===== config.mk =====
export PLATFORM = sky130hd
export DESIGN_NAME = multi_port_arbiter
export DESIGN_NICKNAME = d
export VERILOG_FILES = /design/src/rtl/multi_port_arbiter.sv
export SDC_FILE = /design/constraint.sdc
export NUM_CORES = 1
export LEC_CHECK = 0
export CAP_MARGIN = 20
export CORE_MARGIN = 1
export CORE_UTILIZATION = 47
export DETAILED_ROUTE_END_ITERATION = 8
export PLACE_DENSITY_LB_ADDON = 0.2
export SETUP_SLACK_MARGIN = 0.02
export SLEW_MARGIN = 15
export SYNTH_ARGS = -nofsm -noshare
export SYNTH_HDL_FRONTEND = slang
export SYNTH_SLANG_ARGS = --single-unit

===== constraint.sdc =====
create_clock -name clk_i -period 2.2 [get_ports clk_i]
set_input_delay 0.33 -clock clk_i [delete_from_list [all_inputs] [get_ports clk_i]]
set_output_delay 0.33 -clock clk_i [all_outputs]
set_load 0.02 [all_outputs]

===== src/rtl/multi_port_arbiter.sv =====
// multi_port_arbiter: round-robin / fixed-priority bus arbiter with registered one-hot grant.
// Define ARB_WEIGHT_EN to add per-port weighted burst quotas on weight_i.
module multi_port_arbiter #(
  parameter int N_PORTS = 4,
  parameter int SEL_W = $clog2(N_PORTS),
  parameter int MODE = 0
) (
  input  logic                 clk_i,
  input  logic                 reset_ni,
  input  logic [N_PORTS-1:0]   req_i,
  input  logic [N_PORTS-1:0]   last_i,
  input  logic                 ready_i,
  output logic [N_PORTS-1:0]   gnt_o,
  output logic [SEL_W-1:0]     sel_o,
  output logic                 busy_o
`ifdef ARB_WEIGHT_EN
  ,
  input  logic [4*N_PORTS-1:0] weight_i
`endif
);
  localparam int KW = SEL_W + 1;
  typedef enum logic {IDLE, GRANT} state_t;
  state_t state_r;
  logic [SEL_W-1:0] ptr_r, ptr_nxt, base, win;
  logic [3:0] quota_r, quota_dec, quota_ld;
  logic fin, rel, keep;

  // first requester at or above p, wrapping at N_PORTS
  function automatic logic [SEL_W-1:0] pick(input logic [N_PORTS-1:0] r, input logic [SEL_W-1:0] p);
    logic [KW-1:0] k;
    logic f;
    pick = '0;
    f = 1'b0;
    for (int i = 0; i < N_PORTS; i++) begin
      k = {1'b0, p} + KW'(i);
      if (k >= KW'(N_PORTS)) k = k - KW'(N_PORTS);
      if (!f && r[k[SEL_W-1:0]]) begin
        pick = k[SEL_W-1:0];
        f = 1'b1;
      end
    end
  endfunction

  always_comb begin
    fin = busy_o & req_i[sel_o] & ready_i & last_i[sel_o];
    rel = busy_o & (fin | ~req_i[sel_o]);
    quota_dec = quota_r - 4'd1;
    keep = (MODE == 0) & fin & (quota_dec != 4'd0);
    ptr_nxt = keep ? ptr_r : (sel_o == SEL_W'(N_PORTS - 1)) ? '0 : sel_o + SEL_W'(1);
    base = (MODE != 0) ? '0 : busy_o ? ptr_nxt : ptr_r;
    win = keep ? sel_o : pick(req_i, base);
`ifdef ARB_WEIGHT_EN
    quota_ld = (weight_i[4*win +: 4] == 4'd0) ? 4'd1 : weight_i[4*win +: 4];
`else
    quota_ld = 4'd1;
`endif
  end

  // release and re-grant share one edge, so back-to-back transactions have no bubble
  always_ff @(posedge clk_i or negedge reset_ni) begin
    if (!reset_ni) begin
      state_r <= IDLE;
      gnt_o   <= '0;
      sel_o   <= '0;
      busy_o  <= 1'b0;
      ptr_r   <= '0;
      quota_r <= '0;
    end else if (state_r == IDLE ? |req_i : rel) begin
      if (state_r == GRANT) ptr_r <= ptr_nxt;
      if (|req_i) begin
        state_r <= GRANT;
        gnt_o   <= {{(N_PORTS-1){1'b0}}, 1'b1} << win;
        sel_o   <= win;
        busy_o  <= 1'b1;
        quota_r <= keep ? quota_dec : quota_ld;
      end else begin
        state_r <= IDLE;
        gnt_o   <= '0;
        busy_o  <= 1'b0;
        quota_r <= '0;
      end
    end
  end
endmodule


Yosys cells after proc, flatten, opt, wreduce, memory -nomap -nowiden

Index checks and enable logic that the tools add are counted.

Logic and storage cells: 74
Register bits: 13

Shift operators: 1
Add/sub/neg operators: 9
Bitwise operators: 7
Reductions and logical operators: 10
Order comparisons: 9
Mux-type cells: 32
Equality and inequality tests: 1

Operators with widths:

| kind                  | number |
|---|---|
| $mux W2               | 12 |
| $lt A2 B3 Y1 const B  | 5 |
| $bmux W1 S2           | 6 |
| $mux W4               | 3 |
| $mux W1               | 11 |
| $ge A3 B3 Y1 const B  | 3 |
| $sub A2 B1 Y2 const B | 4 |
| $add A2 B2 Y3 const B | 2 |
| $and A1 B1 Y1         | 5 |
| $reduce_and A2 Y1     | 2 |
| $reduce_bool A4 Y1    | 1 |
| $reduce_or A4 Y1      | 1 |
| $shl A1 B2 Y4 const A | 1 |
| $sub A4 B1 Y4 const B | 1 |
| $add A2 B1 Y3 const B | 1 |
| $ge A2 B3 Y1 const B  | 1 |
| $logic_and A1 B1 Y1   | 3 |
| $logic_not A1 Y1      | 3 |
| $add A2 B1 Y2 const B | 1 |
| $eq A2 B2 Y1 const B  | 1 |
| $not A1 Y1            | 1 |
| $or A1 B1 Y1          | 1 |

Depth between registers and ports, before layout

Depth after elaboration: 25
Depth in mapped cells: 9
Depth with buffers taken out: 8

Least setup slack after synthesis

No wires, ideal clock.

Kind: register to register
Start: register sel_o[0]
End: register sel_o[1]
Setup slack: -0.162 ns
Library setup time: 0.103 ns
Period minus slack after synthesis: 2.362 ns
Arrival time: 2.259 ns
Stages on the path, launching flop included: 7
Required time: 2.097 ns
Path through: dfrtp_1 ha_1 or4_1 nand3_2 nor3_2 or4_1 o41ai_2

Cells in the longest elaborated chain, start to end: 23
Elaborated cells on any way between the ends: 55

Ends and longest elaborated chain:

| what                                                   | line | RTL |
|---|---|---|
| start: declaration                                     | 14   | `output logic [SEL_W-1:0] sel_o,` |
| start signal: assignment                               | 73   | `sel_o <= win;` |
| branches (longest 23 deep; another with $add A2 B1 Y3) | --   |  |

Parallel ways; which one is timed is not known. The select of a mux whose other input is x is not followed.
A chain may end at the register's enable or synchronous reset.

Worst setup path in the final report

Start: register quota_r[0]
End: register gnt_o[3]

Cells in the longest elaborated chain, start to end: 22
Elaborated cells on any way between the ends: 44

Ends and longest elaborated chain:

| what                                                   | line | RTL |
|---|---|---|
| start: declaration                                     | 25   | `logic [3:0] quota_r, quota_dec, quota_ld;` |
| start signal: assignment                               | 75   | `quota_r <= keep ? quota_dec : quota_ld;` |
| $sub A4 B1 Y4 (*)                                      | 47   | `quota_dec = quota_r - 4'd1;` |
| $reduce_bool A4 Y1 (*)                                 | 48   | `keep = (MODE == 0) & fin & (quota_dec != 4'd0);` |
| $and A1 B1 Y1 (*)                                      | 48   |  |
| branches (longest 16 deep; another with $add A2 B1 Y3) | --   |  |
| $mux W2 (*)                                            | 51   | `win = keep ? sel_o : pick(req_i, base);` |
| $shl A1 B2 Y4 (*)                                      | 72   | `gnt_o <= {{(N_PORTS-1){1'b0}}, 1'b1} << win;` |
| $mux W4 (*)                                            | 70   | `if (\|req_i) begin` |
| end signal: assignment                                 | 72   |  |
| end: declaration                                       | 13   | `output logic [N_PORTS-1:0] gnt_o,` |

Mark *: on every way between the ends. The select of a mux whose other input is x is not followed.

==> results_dict.tcl <==
set metrics [dict create \
    status "finished, violations left" \
    violations "negative setup slack" \
    synth_area_per_cell_um2 8.66 \
    first_pass_iters 4 \
    end_kind "register" \
    cp_max_fo 5 \
    drive_gt1_frac 0.317 \
    die_w_um 49.0 \
    post_drt_via_cell_ratio 5.96 \
    synthFlopType "dfrtp_1" \
    async_reset_ff_frac 1.00 \
    grt_max_degree 14 \
    hold_buffers 0 \
    root_buffer "clkbuf_4" \
    synth_common_cells "18 x nand2_1, 13 x dfrtp_1, 9 x o21ai_0, 7 x nand2b_1, 7 x nor2_1" \
    syn_nets 134 \
    clk_path_buf_depth 2 \
    clk_latency_ps 290 \
    overflow 0 \
    dp_hpwl_um 2090 \
    dp.cells 181 \
    min_period_ps 2260 \
    final_area_um2 1470 \
    numPortBuffers 17 \
    combPwrFrac 0.710 \
    fin_crit_sh 1.03 \
    power_frac_seq 0.214 \
    syn-cell-area_um2 1040 \
    tightestPinTransition_ps 580 \
    ys_warn_count 0 \
    fin_nets 176 \
    num_rows 16 \
    drt_wl_total_um 2970 \
    wl_per_cell_um 15.8 \
    yosysSeqAreaShare 0.313 \
    irDropWorstVdd_mv 0.823 \
    p_leak_uw 0.000644 \
    grt_usage 0.264 \
    antenna_found_initial 0 \
    grt_pass1_wl_um 4810 \
    setup_viol_count_final 5 \
    rsz0062_at_grt "true" \
    yosysTopAreaCell "dfrtp_1" \
    postRouteAntennaNets 0 \
    timing.final.ws_setup_ps -62.3 \
    power_density_nw_per_um2 1370 \
    p_clk_frac 0.076 \
    critPathRequiredTime_ps 2370 \
    place_area_um2 1380 \
    clk_pin_slew_ps 90 \
    max_freq_mhz 442 \
    slew_headroom 0.612 \
    die_h_um 49.0 \
    cts_tree "yes" \
    hp-class "in2async" \
    skew_ps 13.4 \
    diodes 0 \
    gp_congestion 0.904 \
    io_pins 18 \
    netlist_instances 120 \
    vias 1120 \
    slew_violations 0 \
    post-synth-top-count-cell "nand2_1" \
    netlist-cell-type-count 42 \
    reg2regPathDepth 7 \
    swShare 0.444 \
    path_class "reg2reg" \
    yosysTopAreaCellShare 0.313 \
    startpoint_type "register" \
    core-area_um2 2020 \
    crit_arrival_ps 2430 \
    ys_ff_latch 13 \
    first_global_vias 1051 \
    drcViolationCount 0 \
    syn2layout_area_growth_pct 41.0 \
    dr.first_iter.drc_count 36 \
    hold_viol 0 \
    initial_utilization 0.514 \
    cts_htree_levels 1 \
    p_sw_uw 891 \
    startpoint "quota_r[0]" \
    numCtsBuffers 3 \
    die_area_um2 2400 \
    synth_edf_count 0 \
    instances_no_fill 188 \
    fillers 148 \
    maxCapViolCount 0 \
    intPower_uw 1110 \
    synth_area_leaders "dfrtp_1 31%, nand2_1 6.5%, mux2i_1 4.8%" \
    r2r_start "quota_r[0]" \
    cts_num_sinks 13 \
]
cell usage in the layout (no fill, tap or decap), drive strengths merged, types with 3 or more instances in the layout:
| cell type | Yosys | routed |
|---|---|---|
| inv | 4 | 4 |
| o21ai | 10 | 10 |
| nand2 | 18 | 18 |
| nand3 | 5 | 5 |
| nor3 | 6 | 6 |
| o22ai | 5 | 5 |
| a21oi | 3 | 3 |
| mux2i | 5 | 5 |
| clkdlybuf4s50 | 0 | 17 |
| dfrtp | 13 | 13 |
| clkbuf | 0 | 3 |
| buf | 4 | 24 |
| ha | 3 | 3 |
| nand2b | 7 | 7 |
| nor2 | 7 | 7 |
per-stage QoR:
stage / power [uW] / utilization / TNS (ps) / hold WS, ps / setup slack [ps]
2_1_floorplan: 1290 / - / 0 / 34.4 / 27.6
3_3_place_gp: 1700 / 0.683 / -769 / 474 / -163
3_5_place_dp: 1740 / 0.683 / -1130 / 482 / -263
4_1_cts: 1950 / 0.712 / -0.815 / 416 / -0.815
5_1_grt: 2160 / 0.725 / -524 / 420 / -129
6_report: 2010 / 0.725 / -196 / 402 / -62.3
final cells by class:
cell class,count,area [um^2],share of cell area
Timing Repair Buffer,41,350,0.239
Tap cell,27,33.8,0.0230
Clock inverter,1,5.00,0.00341
Inverter,4,15.0,0.0102
Multi-Input combinational cell,99,712,0.485
Clock buffer,3,22.5,0.0154
Sequential cell,13,328,0.224
registers in the layout, indices dropped and copies added, names as in the netlist:
| name | flops |
|---|---|
| sel_o | 2 |
| state_r | 1 |
| ptr_r | 2 |
| quota_r | 4 |
| gnt_o | 4 |
cells by family after synthesis:
group / Yosys count / synth area share
and+or+nand+nor: 56 / 0.289
AOI/OAI and AO/OA: 32 / 0.232
DFF: 13 / 0.313
buffers and inverters: 8 / 0.0517
muxes: 7 / 0.0698
adders and majority gates: 3 / 0.0361
xor gates and xnor gates: 1 / 0.00843
critical path, cell delays in order (launching register included):
cell and delay (ps):
dfrtp_1 450, buf_4 170, o21ai_0 330, a31oi_2 170
and3_4 240, o41ai_1 440, nor2_1 140, a22o_1 220
final timing paths:
path	end	slack, ps
hold reg to reg	gnt_o[0]	500
hold / removal	quota_r[2]	400
setup reg to reg	gnt_o[3]	-60
max in group asynchronous	sel_o[0]	1390
min in group clk_i	gnt_o[0]	500
setup / recovery	gnt_o[3]	-60
power by group through the flow:
stage                     Clock (uW)  Sequential (uW)  Combinational (uW)
after floorplan                    0              483                 805
after global placement             0              422                1280
after detailed placement           0              428                1310
after CTS                        158              423                1370
after global routing             177              442                1540
final                            152              429                1420
per-layer routing:
layer  GRT usage  part of all wire  vias to the layer above
met5           0                 0                        -
met4      0.0784             0.035                        0
met3      0.0810             0.078                       10
met2       0.433              0.47                       55
met1       0.331              0.42                      529
li1            -                 -                      526
what timing repair did:
action / CTS / global route
gates resized for setup: 5 / 2
buffers inserted: 1 / 2
pin swaps: 1 / 1
setup endpoints to repair: 6 / 8
hold endpoints to repair: 0 / 0
(Power assumes the default switching activity.)
